## src/rtl/rv32_pkg.sv

```systemverilog
// Shared RV32I definitions: opcode constants, control FSM states and the
// encodings of the PC, writeback and ALU select fields.
package rv32_pkg;

    localparam logic [6:0] OP_LUI    = 7'b0110111;
    localparam logic [6:0] OP_AUIPC  = 7'b0010111;
    localparam logic [6:0] OP_JAL    = 7'b1101111;
    localparam logic [6:0] OP_JALR   = 7'b1100111;
    localparam logic [6:0] OP_BRANCH = 7'b1100011;
    localparam logic [6:0] OP_LOAD   = 7'b0000011;
    localparam logic [6:0] OP_STORE  = 7'b0100011;
    localparam logic [6:0] OP_IMM    = 7'b0010011;
    localparam logic [6:0] OP_REG    = 7'b0110011;
    localparam logic [6:0] OP_FENCE  = 7'b0001111;
    localparam logic [6:0] OP_SYSTEM = 7'b1110011;

    typedef enum logic [2:0] {
        S_FETCH, S_DECODE, S_EXEC, S_MEM, S_WB, S_HALT
    } state_e;

    typedef enum logic [1:0] {
        PC_PLUS4 = 2'd0, PC_IMM = 2'd1, PC_ALU = 2'd2
    } pc_src_e;

    typedef enum logic [1:0] {
        WB_ALU = 2'd0, WB_MEM = 2'd1, WB_PC4 = 2'd2, WB_IMM = 2'd3
    } wb_sel_e;

    typedef enum logic [1:0] {
        ALU_ADD = 2'd0, ALU_FUNC = 2'd1, ALU_CMP = 2'd2
    } alu_mode_e;

    typedef enum logic [3:0] {
        C_REG, C_IMM, C_LUI, C_AUIPC, C_LOAD, C_STORE, C_BRANCH,
        C_JAL, C_JALR, C_FENCE, C_SYSTEM, C_ILLEGAL
    } cls_e;

endpackage

```

## src/rtl/mc_ctrl_if.sv

```systemverilog
// Control bundle between the multi-cycle FSM and the datapath/memory port.
interface mc_ctrl_if;
    logic [31:0] instr;
    logic        mem_ready;
    logic        branch_taken;
    logic        mem_req;
    logic        mem_we;
    logic        mem_addr_sel;
    logic        ir_we;
    logic        pc_we;
    logic [1:0]  pc_src;
    logic        rf_we;
    logic [1:0]  wb_sel;
    logic        alu_a_sel;
    logic        alu_b_sel;
    logic [1:0]  alu_mode;
    logic        retire;
    logic        halted;
    logic        trap_illegal;

    modport master (
        input  instr, mem_ready, branch_taken,
        output mem_req, mem_we, mem_addr_sel, ir_we, pc_we, pc_src, rf_we,
               wb_sel, alu_a_sel, alu_b_sel, alu_mode, retire, halted,
               trap_illegal
    );

    modport slave (
        output instr, mem_ready, branch_taken,
        input  mem_req, mem_we, mem_addr_sel, ir_we, pc_we, pc_src, rf_we,
               wb_sel, alu_a_sel, alu_b_sel, alu_mode, retire, halted,
               trap_illegal
    );
endinterface

```

## src/rtl/ctrl_decode.sv

```systemverilog
// Combinational opcode classifier; only ECALL/EBREAK are accepted from the
// SYSTEM space, everything else there is illegal.
module ctrl_decode
    import rv32_pkg::*;
(
    input  logic [6:0]  opcode,
    input  logic [2:0]  funct3,
    input  logic [11:0] funct12,
    output cls_e        cls,
    output logic        illegal
);
    always_comb begin
        cls = C_ILLEGAL;
        case (opcode)
            OP_REG:    cls = C_REG;
            OP_IMM:    cls = C_IMM;
            OP_LUI:    cls = C_LUI;
            OP_AUIPC:  cls = C_AUIPC;
            OP_LOAD:   cls = C_LOAD;
            OP_STORE:  cls = C_STORE;
            OP_BRANCH: cls = C_BRANCH;
            OP_JAL:    cls = C_JAL;
            OP_JALR:   cls = C_JALR;
            OP_FENCE:  cls = C_FENCE;
            OP_SYSTEM: if (funct3 == 3'd0 && funct12[11:1] == 11'd0) cls = C_SYSTEM;
            default:   cls = C_ILLEGAL;
        endcase
        illegal = (cls == C_ILLEGAL);
    end
endmodule

```

## src/rtl/mc_ctrl.sv

```systemverilog
// Multi-cycle RV32I control FSM: FETCH/DECODE/EXEC/MEM/WB over one shared
// memory port; outputs are a combinational decode of state and IR.
module mc_ctrl
    import rv32_pkg::*;
(
    input  logic      clk,
    input  logic      rst,
    mc_ctrl_if.master bus
);
    cls_e      cls;
    logic      illegal;
    state_e    state, state_nxt;
    logic      trap_q, trap_nxt;
    logic      a_ctl, b_ctl;
    alu_mode_e mode_ctl;

    ctrl_decode u_dec (
        .opcode  (bus.instr[6:0]),
        .funct3  (bus.instr[14:12]),
        .funct12 (bus.instr[31:20]),
        .cls     (cls),
        .illegal (illegal)
    );

    always_ff @(posedge clk) begin
        if (rst) begin
            state  <= S_FETCH;
            trap_q <= 1'b0;
        end else begin
            state  <= state_nxt;
            trap_q <= trap_nxt;
        end
    end

    // ALU setup per class; reused unchanged in EXEC, MEM and WB
    always_comb begin
        a_ctl    = 1'b0;
        b_ctl    = 1'b0;
        mode_ctl = ALU_ADD;
        case (cls)
            C_REG:    mode_ctl = ALU_FUNC;
            C_IMM:    begin mode_ctl = ALU_FUNC; b_ctl = 1'b1; end
            C_AUIPC:  begin a_ctl = 1'b1; b_ctl = 1'b1; end
            C_LOAD, C_STORE, C_JALR: b_ctl = 1'b1;
            C_BRANCH: mode_ctl = ALU_CMP;
            default:  ;
        endcase
    end

    always_comb begin
        state_nxt        = state;
        trap_nxt         = trap_q;
        bus.mem_req      = 1'b0;
        bus.mem_we       = 1'b0;
        bus.mem_addr_sel = 1'b0;
        bus.ir_we        = 1'b0;
        bus.pc_we        = 1'b0;
        bus.pc_src       = PC_PLUS4;
        bus.rf_we        = 1'b0;
        bus.wb_sel       = WB_ALU;
        bus.alu_a_sel    = 1'b0;
        bus.alu_b_sel    = 1'b0;
        bus.alu_mode     = ALU_ADD;
        bus.retire       = 1'b0;
        bus.halted       = (state == S_HALT);
        bus.trap_illegal = trap_q;

        case (state)
            S_FETCH: begin
                bus.mem_req = 1'b1;
                if (bus.mem_ready) begin
                    bus.ir_we = 1'b1;
                    state_nxt = S_DECODE;
                end
            end
            S_DECODE: state_nxt = S_EXEC;
            S_EXEC: begin
                bus.alu_a_sel = a_ctl;
                bus.alu_b_sel = b_ctl;
                bus.alu_mode  = mode_ctl;
                if (illegal) begin
                    state_nxt = S_HALT;
                    trap_nxt  = 1'b1;
                end else begin
                    case (cls)
                        C_LOAD, C_STORE: state_nxt = S_MEM;
                        C_BRANCH: begin
                            bus.pc_we  = 1'b1;
                            bus.pc_src = bus.branch_taken ? PC_IMM : PC_PLUS4;
                            bus.retire = 1'b1;
                            state_nxt  = S_FETCH;
                        end
                        C_JAL, C_JALR: begin
                            bus.pc_we  = 1'b1;
                            bus.pc_src = (cls == C_JAL) ? PC_IMM : PC_ALU;
                            bus.rf_we  = 1'b1;
                            bus.wb_sel = WB_PC4;
                            bus.retire = 1'b1;
                            state_nxt  = S_FETCH;
                        end
                        C_FENCE: begin
                            bus.pc_we  = 1'b1;
                            bus.retire = 1'b1;
                            state_nxt  = S_FETCH;
                        end
                        // ECALL/EBREAK retire without moving the PC
                        C_SYSTEM: begin
                            bus.retire = 1'b1;
                            state_nxt  = S_HALT;
                            trap_nxt   = 1'b0;
                        end
                        default: state_nxt = S_WB;
                    endcase
                end
            end
            S_MEM: begin
                bus.mem_req      = 1'b1;
                bus.mem_addr_sel = 1'b1;
                bus.mem_we       = (cls == C_STORE);
                bus.alu_a_sel    = a_ctl;
                bus.alu_b_sel    = b_ctl;
                bus.alu_mode     = mode_ctl;
                if (bus.mem_ready) begin
                    if (cls == C_STORE) begin
                        bus.pc_we  = 1'b1;
                        bus.retire = 1'b1;
                        state_nxt  = S_FETCH;
                    end else begin
                        state_nxt  = S_WB;
                    end
                end
            end
            S_WB: begin
                bus.alu_a_sel = a_ctl;
                bus.alu_b_sel = b_ctl;
                bus.alu_mode  = mode_ctl;
                bus.rf_we     = 1'b1;
                bus.pc_we     = 1'b1;
                bus.retire    = 1'b1;
                bus.wb_sel    = (cls == C_LOAD) ? WB_MEM :
                                (cls == C_LUI)  ? WB_IMM : WB_ALU;
                state_nxt     = S_FETCH;
            end
            S_HALT:  ;
            default: state_nxt = S_FETCH;
        endcase

        // reset cycle: abandon any request and keep every enable low
        if (rst) begin
            bus.mem_req      = 1'b0;
            bus.mem_we       = 1'b0;
            bus.mem_addr_sel = 1'b0;
            bus.ir_we        = 1'b0;
            bus.pc_we        = 1'b0;
            bus.pc_src       = PC_PLUS4;
            bus.rf_we        = 1'b0;
            bus.wb_sel       = WB_ALU;
            bus.alu_a_sel    = 1'b0;
            bus.alu_b_sel    = 1'b0;
            bus.alu_mode     = ALU_ADD;
            bus.retire       = 1'b0;
            bus.halted       = 1'b0;
            bus.trap_illegal = 1'b0;
        end
    end
endmodule

```

## src/flat_wrapper.sv

```systemverilog
// flat-port wrapper written by rule: the top's interface ports become plain ports
module mc_ctrl_flat import rv32_pkg::*;
  (clk, rst, bus_instr, bus_mem_ready, bus_branch_taken, bus_mem_req, bus_mem_we, bus_mem_addr_sel, bus_ir_we, bus_pc_we, bus_pc_src, bus_rf_we, bus_wb_sel, bus_alu_a_sel, bus_alu_b_sel, bus_alu_mode, bus_retire, bus_halted, bus_trap_illegal);
  mc_ctrl_if bus_i ();
  input  logic clk;
  input  logic rst;
  input wire logic [$bits(bus_i.instr)-1:0] bus_instr;
  input wire logic [$bits(bus_i.mem_ready)-1:0] bus_mem_ready;
  input wire logic [$bits(bus_i.branch_taken)-1:0] bus_branch_taken;
  output wire logic [$bits(bus_i.mem_req)-1:0] bus_mem_req;
  output wire logic [$bits(bus_i.mem_we)-1:0] bus_mem_we;
  output wire logic [$bits(bus_i.mem_addr_sel)-1:0] bus_mem_addr_sel;
  output wire logic [$bits(bus_i.ir_we)-1:0] bus_ir_we;
  output wire logic [$bits(bus_i.pc_we)-1:0] bus_pc_we;
  output wire logic [$bits(bus_i.pc_src)-1:0] bus_pc_src;
  output wire logic [$bits(bus_i.rf_we)-1:0] bus_rf_we;
  output wire logic [$bits(bus_i.wb_sel)-1:0] bus_wb_sel;
  output wire logic [$bits(bus_i.alu_a_sel)-1:0] bus_alu_a_sel;
  output wire logic [$bits(bus_i.alu_b_sel)-1:0] bus_alu_b_sel;
  output wire logic [$bits(bus_i.alu_mode)-1:0] bus_alu_mode;
  output wire logic [$bits(bus_i.retire)-1:0] bus_retire;
  output wire logic [$bits(bus_i.halted)-1:0] bus_halted;
  output wire logic [$bits(bus_i.trap_illegal)-1:0] bus_trap_illegal;
  assign bus_i.instr = bus_instr;
  assign bus_i.mem_ready = bus_mem_ready;
  assign bus_i.branch_taken = bus_branch_taken;
  assign bus_mem_req = bus_i.mem_req;
  assign bus_mem_we = bus_i.mem_we;
  assign bus_mem_addr_sel = bus_i.mem_addr_sel;
  assign bus_ir_we = bus_i.ir_we;
  assign bus_pc_we = bus_i.pc_we;
  assign bus_pc_src = bus_i.pc_src;
  assign bus_rf_we = bus_i.rf_we;
  assign bus_wb_sel = bus_i.wb_sel;
  assign bus_alu_a_sel = bus_i.alu_a_sel;
  assign bus_alu_b_sel = bus_i.alu_b_sel;
  assign bus_alu_mode = bus_i.alu_mode;
  assign bus_retire = bus_i.retire;
  assign bus_halted = bus_i.halted;
  assign bus_trap_illegal = bus_i.trap_illegal;
  mc_ctrl u_core (.clk(clk), .rst(rst), .bus(bus_i));
endmodule
```

## config.mk

```make
export PLATFORM = sky130hd
export DESIGN_NAME = mc_ctrl_flat
export DESIGN_NICKNAME = d
export VERILOG_FILES = /design/src/rtl/rv32_pkg.sv /design/src/rtl/mc_ctrl_if.sv /design/src/rtl/ctrl_decode.sv /design/src/rtl/mc_ctrl.sv /design/src/flat_wrapper.sv
export SDC_FILE = /design/constraint.sdc
export NUM_CORES = 1
export LEC_CHECK = 0
export BUFFER_PORTS_ARGS = -buffer_cell sky130_fd_sc_hd__buf_2
export CAP_MARGIN = 20
export CORE_UTILIZATION = 30
export DETAILED_ROUTE_END_ITERATION = 8
export PLACE_DENSITY_LB_ADDON = 0.3
export SLEW_MARGIN = 20
export SYNTH_ARGS = -nofsm -noshare
export SYNTH_HDL_FRONTEND = slang
export SYNTH_SLANG_ARGS = --single-unit
```

## constraint.sdc

```tcl
create_clock -name clk -period 5.04 [get_ports clk]
set_clock_uncertainty 0.15 [all_clocks]
set_input_delay 0.252 -clock clk [delete_from_list [all_inputs] [get_ports clk]]
set_output_delay 0.252 -clock clk [all_outputs]
set_load 0.01 [all_outputs]
```

==> run_results.csv, run 1 <==
group,metric,value,unit
run_status,outcome,"completed",
drt,routed_via_density,5.63,
clock_tree,cts_setup_buffers,0,
floorplanning,initial_core_util,0.331,
timing,final.setup.tns,0,ns
power_and_ir_drop,swShare,0.411,
clock_tree,clockBufferDepth,2,
timing,finalSetupViolations,0,
grt,grt_pass1_vias,938,
power_and_ir_drop,power_leakage,0.462,nW
timing,rsz0062_at_grt,"false",
finish,final_area,1050,um^2
finish,area_growth,24.0,%
finish,diodes,0,
clock_tree,postCtsHoldBufs,0,
clock_tree,cts.clk_slew.worst_paths,0.03,ns
grt,grt_overflow,0,
clock_tree,cts-resized-gates,0,
clock_tree,clkLatencyLatePin,0.25,ns
critical_path,r2r-start,"u_core.state[1]$_SDFFE_PP0P_",
logic_synthesis,syn_area,850,um^2
floorplanning,num_rows,18,
drt,vias,1098,
logic_synthesis,syn_nets,166,
drt,initialDrtViolationCount,27,
run,maxCapViolCount,0,
logic_synthesis,synth_seq_cells,4,
critical_path,cp-start-kind,"input pin",
finish,nFillCells,292,
finish,regArea,80.1,um^2
critical_path,worst_ep_arrival_time,1.91,ns
logic_synthesis,synthArstFlopShare,0,
logic_synthesis,synth_edf_count,0,
power_and_ir_drop,p_int,0.0000895,W
power_and_ir_drop,p_sw,0.0000624,W
clock_tree,cts_sinks,4,
clock_tree,cts_buffers,3,
floorplanning,core,2570,um^2
finish,drive_above_1_share,0.321,
timing,worst_slew_pin_slew,0.393,ns
logic_synthesis,ys.flop_type,"dfxtp_1",
clock_tree,cts_tree,"built",
timing,finalMaxSlewViolations,0,
drt,drt_wl_total,2.53,mm
drt,wire_per_inst,13.0,um
timing,timing.fmax,432,MHz
critical_path,worstPathRequired,4.64,ns
timing,slew_headroom,0.736,
power_and_ir_drop,clockPowerShare,0.279,
drt,drc_errors,0,
finish,final_cell_mix,"buf_2, nor2_1, nand2_1",
drt,firstDrtPassIters,4,
timing,min_period,2.31,ns
power_and_ir_drop,pwr-share-comb,0.443,
power_and_ir_drop,power_density,144,nW/um^2
clock_tree,cts-root-buf,"clkbuf_4",
critical_path,crit_start,"bus_instr[2]",
timing,min_period_over_period,0.459,
placed_design,place.gp.congestion,0.809,
logic_synthesis,netlist-cell-type-count,48,
floorplanning,die_h,55.2,um
logic_synthesis,ys_warn_count,0,
floorplanning,io_pins,53,
placed_design,port_buffers,41,
drt,ant_nets,0,
grt,grt_max_degree,19,
critical_path,crit_fanout,18,
grt,grt_pass1_wl,4.11,mm
finish,layout.cells.most_common,"buf_2",
power_and_ir_drop,vdd_drop_max,0.0843,mV
hold_path,worst_hold_path_type,"input pin to flip-flop",
clock_tree,htreeDepth,1,
critical_path,critPathKind,"input pin to output pin",
finish,multiInputGateArea,689,um^2
grt,grt_usage,0.164,
power_and_ir_drop,seq_power_share,0.277,
logic_synthesis,syn_inst,130,
timing,final_hold_viol_count,0,
hold_path,hp-start,"rst",
grt,antenna_found_initial,0,
floorplanning,die_area,3050,um^2
finish,final_nets,203,
logic_synthesis,seq_area_frac_synth,0.0943,
placed_design,placed_area,1030,um^2
logic_synthesis,syn_area_per_cell,6.54,um^2
critical_path,endpoint_kind,"output pin",
placed_design,hpwl,2.00,mm
floorplanning,die_width,55.2,um
[worst max-delay path, stage by stage]
cell      delay [ns]
buf_2           0.26
or3_4           0.21
a21oi_1         0.07
nor3_2          0.30
a21oi_2         0.12
o311a_1         0.34
a211oi_2        0.20
buf_2           0.16
[sequential cells by signal (all words and copies together), names as in the netlist]
signal and cells:
u_core.state 3, u_core.trap_q 1
[metrics by stage]
step / util / setup WS (ns) / total power, W / hold slack (ns) / cells
global placement: 0.402 / 2.76 / 0.000107 / 0.411 / 192
floorplan: - / 3.08 / 0.0000897 / 0.288 / 130
finish: 0.410 / 2.73 / 0.000152 / 0.205 / 195
global route: 0.410 / 2.58 / 0.000163 / 0.223 / 195
detailed placement: 0.402 / 2.74 / 0.000109 / 0.428 / 192
CTS: 0.410 / 2.74 / 0.000153 / 0.206 / 195
[worst paths after layout]
path / endpoint / slack [ns] / cells after the start
max: bus_retire / 2.73 / 8
min: u_core.state[2]$_SDFFE_PP0P_ / 0.21 / 2
max reg2reg: u_core.trap_q$_SDFFE_PP0P_ / 3.20 / 5
min reg2reg: u_core.trap_q$_SDFFE_PP0P_ / 0.43 / 2
[cells in the mapped netlist (all sizes together) (2+ instances only)]
cell type  number  area (um^2)
a211oi          3         27.5
a21oi          10         53.8
a31oi           2         12.5
and2            3         18.8
and2b           2         15.0
and3            2         12.5
buf             6         41.3
clkbuf          2         7.51
dfxtp           4         80.1
inv             5         18.8
nand2          13         51.3
nand2b          4         25.0
nand3           6         30.0
nand4           3         18.8
nor2           13         48.8
nor2b           3         18.8
nor3            9         66.3
nor4            7         43.8
o211ai          2         15.0
o21ai           6         30.0
o22ai           2         12.5
o2bb2ai         2         17.5
o31ai           2         15.0
or3             3         23.8
xor2            3         26.3
[cell type report]
class,instances,area share
Timing Repair Buffer,41,0.195
Inverter,5,0.0178
Sequential cell,4,0.0760
Multi-Input combinational cell,112,0.654
Tap cell,30,0.0356
Clock buffer,3,0.0214
[cells by family after synthesis]
kind of cell | Yosys count | synth area share
and+or+nand+nor | 72 | 0.480
AOI/OAI and AO/OA | 37 | 0.300
buffers and inverters | 14 | 0.0942
DFF | 4 | 0.0943
xor gates and xnor gates | 3 | 0.0309
[power by group through the flow]
stage	Combinational [W]	Sequential (W)	Clock, W
floorplan	0.0000524	0.0000373	0
global placement	0.0000652	0.0000422	0
detailed placement	0.0000666	0.0000425	0
CTS	0.0000669	0.0000419	0.0000442
global route	0.0000750	0.0000431	0.0000454
finish	0.0000673	0.0000421	0.0000424
[per-layer routing]
layer	share of wire	vias to the layer above	global-route usage
li1	-	559	-
met2	0.45	39	0.239
met1	0.48	497	0.230
met3	0.055	3	0.0281
met5	0	-	0
met4	0.015	0	0.0821
Power figures use the tool's default switching activity.
==> run 2, diff against run 1 <==
clock period = 2.1 ns   (was 5.04 ns; I/O delays follow)
==> run 2 against run 1 <==
Against the previous run:
- die area is the same
- utilization grew 1.5 points
- clock power grew 130%
- cell area grew 3.7%
- critical path depth shrank 2
- sequential power grew 140%
- sequential cell count is the same
- sequential share of layout area shrank 0.16 points
- via count grew 4.4%
- routed wire length grew 3.0%
- critical path type is now flip-flop to output pin
- critical endpoint unchanged
==> run_results.csv, run 2 (same netlist as run 1, synthesis figures left out) <==
group,metric,value,unit
run_status,outcome,"completed",
floorplanning,die_width,55.2,um
timing,timing.fmax,502,MHz
floorplanning,core,2570,um^2
finish,largest_reg_flops,3,
floorplanning,die_h,55.2,um
placed_design,port_buffers,41,
clock_tree,clockBufferDepth,2,
clock_tree,postCtsHoldBufs,0,
timing,worst_slew_pin_slew,0.385,ns
finish,area_growth,28.6,%
clock_tree,cts_tree,"built",
hold_path,worst_hold_path_type,"input pin to flip-flop",
run,maxCapViolCount,0,
grt,busiest_layer,"met2",
floorplanning,io_pins,53,
grt,grt_pass1_vias,915,
floorplanning,die_area,3050,um^2
timing,min_period,1.99,ns
critical_path,endpoint_kind,"output pin",
placed_design,dp_slack,0.149,ns
drt,wire_per_inst,13.2,um
floorplanning,num_rows,18,
drt,drt_wl_total,2.61,mm
floorplanning,initial_core_util,0.331,
finish,drive_above_1_share,0.357,
clock_tree,cts-root-buf,"clkbuf_4",
clock_tree,clkLatencyLatePin,0.24,ns
timing,finalMaxSlewViolations,0,
critical_path,critPathKind,"flip-flop to output pin",
critical_path,slowest_stage,"dfxtp_1",
clock_tree,cts_setup_buffers,0,
power_and_ir_drop,power_density,339,nW/um^2
critical_path,cp-start-kind,"flip-flop",
timing,hold_ws,0.0683,ns
drt,routed_via_density,5.79,
grt,grt_overflow,0,
grt,antenna_found_initial,0,
placed_design,hpwl,2.03,mm
timing,rsz0062_at_grt,"false",
timing,worst_slack,0.108,ns
power_and_ir_drop,vdd_drop_max,0.329,mV
clock_tree,cts.clk_slew.worst_paths,0.04,ns
grt,grt_use_met2,0.255,
finish,regArea,81.3,um^2
clock_tree,htreeDepth,1,
critical_path,critPathMaxStageDelay,0.36,ns
drt,ant_nets,0,
grt,grt_usage,0.160,
clock_tree,cts_sinks,4,
finish,multiInputGateArea,704,um^2
critical_path,worstPathCellList,"and2b_1 -> nand3_1 -> a2bb2oi_2 -> o311a_1 -> a211oi_2 -> buf_2",
power_and_ir_drop,power_leakage,0.480,nW
finish,reg_top3,"u_core.state x3, u_core.trap_q x1",
timing,final_hold_viol_count,0,
grt,grt_max_degree,15,
drt,drc_errors,0,
drt,initialDrtViolationCount,49,
finish,final_cell_mix,"buf_2, nor2_1, nand2_1",
critical_path,worst_ep_arrival_time,1.74,ns
critical_path,worstPathRequired,1.85,ns
clock_tree,cts_buffers,3,
timing,finalSetupViolations,0,
grt,grt_pass1_wl,4.13,mm
placed_design,place.gp.congestion,0.838,
finish,layout.cells.most_common,"buf_2",
drt,vias,1146,
timing,final.setup.tns,0,ns
timing,min_period_over_period,0.949,
timing,slew_headroom,0.743,
finish,final_nets,206,
finish,diodes,0,
drt,firstDrtPassIters,6,
finish,nFillCells,283,
finish,regMostFlops,"u_core.state",
critical_path,crit_fanout,8,
grt,grtUsageMet1,0.229,
grt,met3_usage,0.0211,
-- run 2: critical path: cells and delay by family, from the launching register on --
family / cells / cell delay, ns
AND/OR/NAND/NOR: 2 / 0.49
buffers and inverters: 1 / 0.16
flip-flops: 1 / 0.36
AO/OA/AOI/OAI: 3 / 0.49
-- run 2: stage by stage --
step	util	instance area, um^2	instances	total power, W
floorplan	-	850	130	0.000215
global placement	0.410	1050	195	0.000261
detailed placement	0.410	1050	195	0.000265
CTS	0.420	1080	198	0.000365
global route	0.425	1090	198	0.000394
finish	0.425	1090	198	0.000370
-- run 2: path summary, 6_finish.rpt --
path	start	to	slack [ns]	cells after the start
max	u_core.state[2]$_SDFFE_PP0P_	bus_retire	0.11	6
min	rst	u_core.state[1]$_SDFFE_PP0P_	0.07	2
max reg2reg	u_core.state[2]$_SDFFE_PP0P_	u_core.trap_q$_SDFFE_PP0P_	0.30	5
min reg2reg	u_core.state[2]$_SDFFE_PP0P_	u_core.state[1]$_SDFFE_PP0P_	0.42	1
-- run 2: what timing repair did --
action	in CTS	in global routing
endpoints found under the setup margin	2	3
gates resized for setup	1	3
cloned	0	0
-- run 2: layout make-up --
cell class                      count  share of cell area
Sequential cell                     4              0.0745
Inverter                            5              0.0172
Tap cell                           30              0.0344
Multi-Input combinational cell    112               0.645
Clock buffer                        3              0.0206
Timing Repair Buffer               44               0.208
-- run 2: per-layer routing --
layer  up-vias  share of wire
li1        569              -
met1       526           0.46
met2        46           0.47
met3         5          0.058
met4         0          0.013
met5         -              0
-- run 2: report_power, final --
| group | internal (W) | switching (W) | total, W |
|---|---|---|---|
| Sequential | 0.0000849 | 0.0000169 | 0.000102 |
| Clock | 0.0000641 | 0.0000339 | 0.0000980 |
| Combinational | 0.0000698 | 0.000101 | 0.000171 |
| Total | 0.000219 | 0.000152 | 0.000370 |
==> run 3, diff against run 2 <==
clock period = 2.6 ns   (was 2.1 ns; I/O delays follow)
==> run 3 against run 2 <==
Against the previous run:
- count of clock-buffer cells in the layout did not move
- final cell count down 1.5%
- via count fell by 4.9%
- largest cell class unchanged
- largest power group unchanged
==> run_results.csv, run 3 (same netlist as run 1, synthesis figures left out) <==
group,metric,value,unit
drt,firstDrtPassIters,4,
grt,grt_pass1_wl,4.10,mm
grt,grt_max_degree,19,
timing,finalSetupViolations,0,
floorplanning,num_rows,18,
clock_tree,cts_buffers,3,
finish,regMostFlops,"u_core.state",
timing,slew_headroom,0.744,
timing,min_period,2.17,ns
clock_tree,postCtsHoldBufs,0,
critical_path,crit_buf_inv,1,
clock_tree,cts_setup_buffers,0,
finish,diodes,0,
finish,area_growth,24.0,%
critical_path,worst_ep_arrival_time,1.89,ns
floorplanning,initial_core_util,0.331,
grt,grt_overflow,0,
power_and_ir_drop,power_leakage,0.462,nW
clock_tree,cts.clk_slew.worst_paths,0.04,ns
timing,finalMaxSlewViolations,0,
drt,wire_per_inst,12.9,um
clock_tree,cts_tree,"built",
timing,rsz0062_at_grt,"false",
timing,final_hold_viol_count,0,
clock_tree,htreeDepth,1,
grt,grt_usage,0.163,
timing,worst_slack,0.428,ns
timing,worst_slew_pin_slew,0.384,ns
finish,nFillCells,296,
critical_path,worstPathRequired,2.32,ns
critical_path,crit_fanout,10,
critical_path,slowest_stage,"dfxtp_1",
floorplanning,die_area,3050,um^2
finish,reg_top3,"u_core.state x3, u_core.trap_q x1",
run,maxCapViolCount,0,
critical_path,cp-start-kind,"flip-flop",
placed_design,port_buffers,41,
hold_path,hp-start,"rst",
finish,layout.cells.most_common,"buf_2",
finish,final_cell_mix,"buf_2, nor2_1, nand2_1",
clock_tree,clockBufferDepth,2,
power_and_ir_drop,power_density,280,nW/um^2
critical_path,critPathKind,"flip-flop to output pin",
clock_tree,cts-resized-gates,0,
grt,grt_pass1_vias,921,
drt,ant_nets,0,
hold_path,min_to,"u_core.state[2]$_SDFFE_PP0P_",
timing,min_period_over_period,0.835,
critical_path,critPathMaxStageDelay,0.48,ns
timing,timing.fmax,460,MHz
critical_path,worst_r2r_path_depth,5,
power_and_ir_drop,vdd_drop_max,0.173,mV
drt,initialDrtViolationCount,44,
critical_path,worstPathCellList,"and2b_1 -> o21ai_1 -> nor3_1 -> nand3_1 -> nor2b_1 -> buf_2",
floorplanning,core,2570,um^2
critical_path,r2r_end,"u_core.trap_q$_SDFFE_PP0P_",
critical_path,crit_family,"simple AND/OR/NAND/NOR gates",
finish,final_nets,203,
drt,drt_wl_total,2.52,mm
clock_tree,cts-root-buf,"clkbuf_4",
critical_path,rrSetupSlack,0.76,ns
run_status,outcome,"completed",
finish,drive_above_1_share,0.321,
floorplanning,io_pins,53,
drt,vias,1090,
hold_path,hold_depth,2,
placed_design,hpwl,2.00,mm
clock_tree,cts_sinks,4,
grt,antenna_found_initial,0,
critical_path,r2r-start,"u_core.state[1]$_SDFFE_PP0P_",
finish,largest_reg_flops,3,
clock_tree,clkLatencyLatePin,0.25,ns
floorplanning,die_h,55.2,um
placed_design,place.gp.congestion,0.809,
placed_design,dp_slack,0.539,ns
drt,routed_via_density,5.59,
floorplanning,die_width,55.2,um
critical_path,endpoint_kind,"output pin",
drt,drc_errors,0,
timing,final.setup.tns,0,ns
hold_path,worst_hold_path_type,"input pin to flip-flop",
-- run 3: cell types whose count changed in the layout (fill, tap and decap cells not counted) --
cell	delta
o21ai_1	+1
buf_4	-3
nor3_2	-1
nor3_1	+1
a2bb2oi_2	-1
dfxtp_1	+1
a2bb2oi_1	+1
dfxtp_2	-1
o21ai_2	-1
-- run 3: per-stage QoR --
step	util	hold slack, ns	cell area [um^2]	total power (W)	instances
floorplan	-	0.164	850	0.000174	130
global placement	0.402	0.325	1030	0.000208	192
detailed placement	0.402	0.330	1030	0.000212	192
CTS	0.410	0.0821	1050	0.000296	195
global route	0.410	0.115	1050	0.000318	195
finish	0.410	0.0892	1050	0.000295	195
-- run 3: worst max-delay path by stage --
stage,start,to,slack (ns),depth (start not counted)
floorplan,bus_instr[2],bus_retire,0.89,7
global placement,bus_instr[2],bus_retire,0.57,8
detailed placement,bus_instr[2],bus_retire,0.54,8
CTS,u_core.state[1]$_SDFFE_PP0P_,bus_alu_mode[0],0.44,6
global route,u_core.state[1]$_SDFFE_PP0P_,bus_alu_a_sel,0.25,6
finish,u_core.state[1]$_SDFFE_PP0P_,bus_alu_mode[0],0.43,6
-- run 3: cell type report --
cell class                 instances  area [um^2]  area share
multi-input combinational        112          689       0.654
timing repair buffer              41          205       0.195
sequential                         4         80.1      0.0760
tap                               30         37.5      0.0356
clock buffer                       3         22.5      0.0214
inverter                           5         18.8      0.0178
-- run 3: where the power goes --
group	total, W	internal (W)	switching (W)
clock	0.0000820	0.0000519	0.0000301
sequential	0.0000815	0.0000682	0.0000133
combinational	0.000131	0.0000533	0.0000778
total	0.000295	0.000173	0.000121
-- run 3: per-layer routing --
metal,GRT usage,share of wire,up-vias
met1,0.224,0.46,479
met5,0,0,-
li1,-,-,560
met4,0.0750,0.011,0
met2,0.244,0.46,48
met3,0.0304,0.072,3
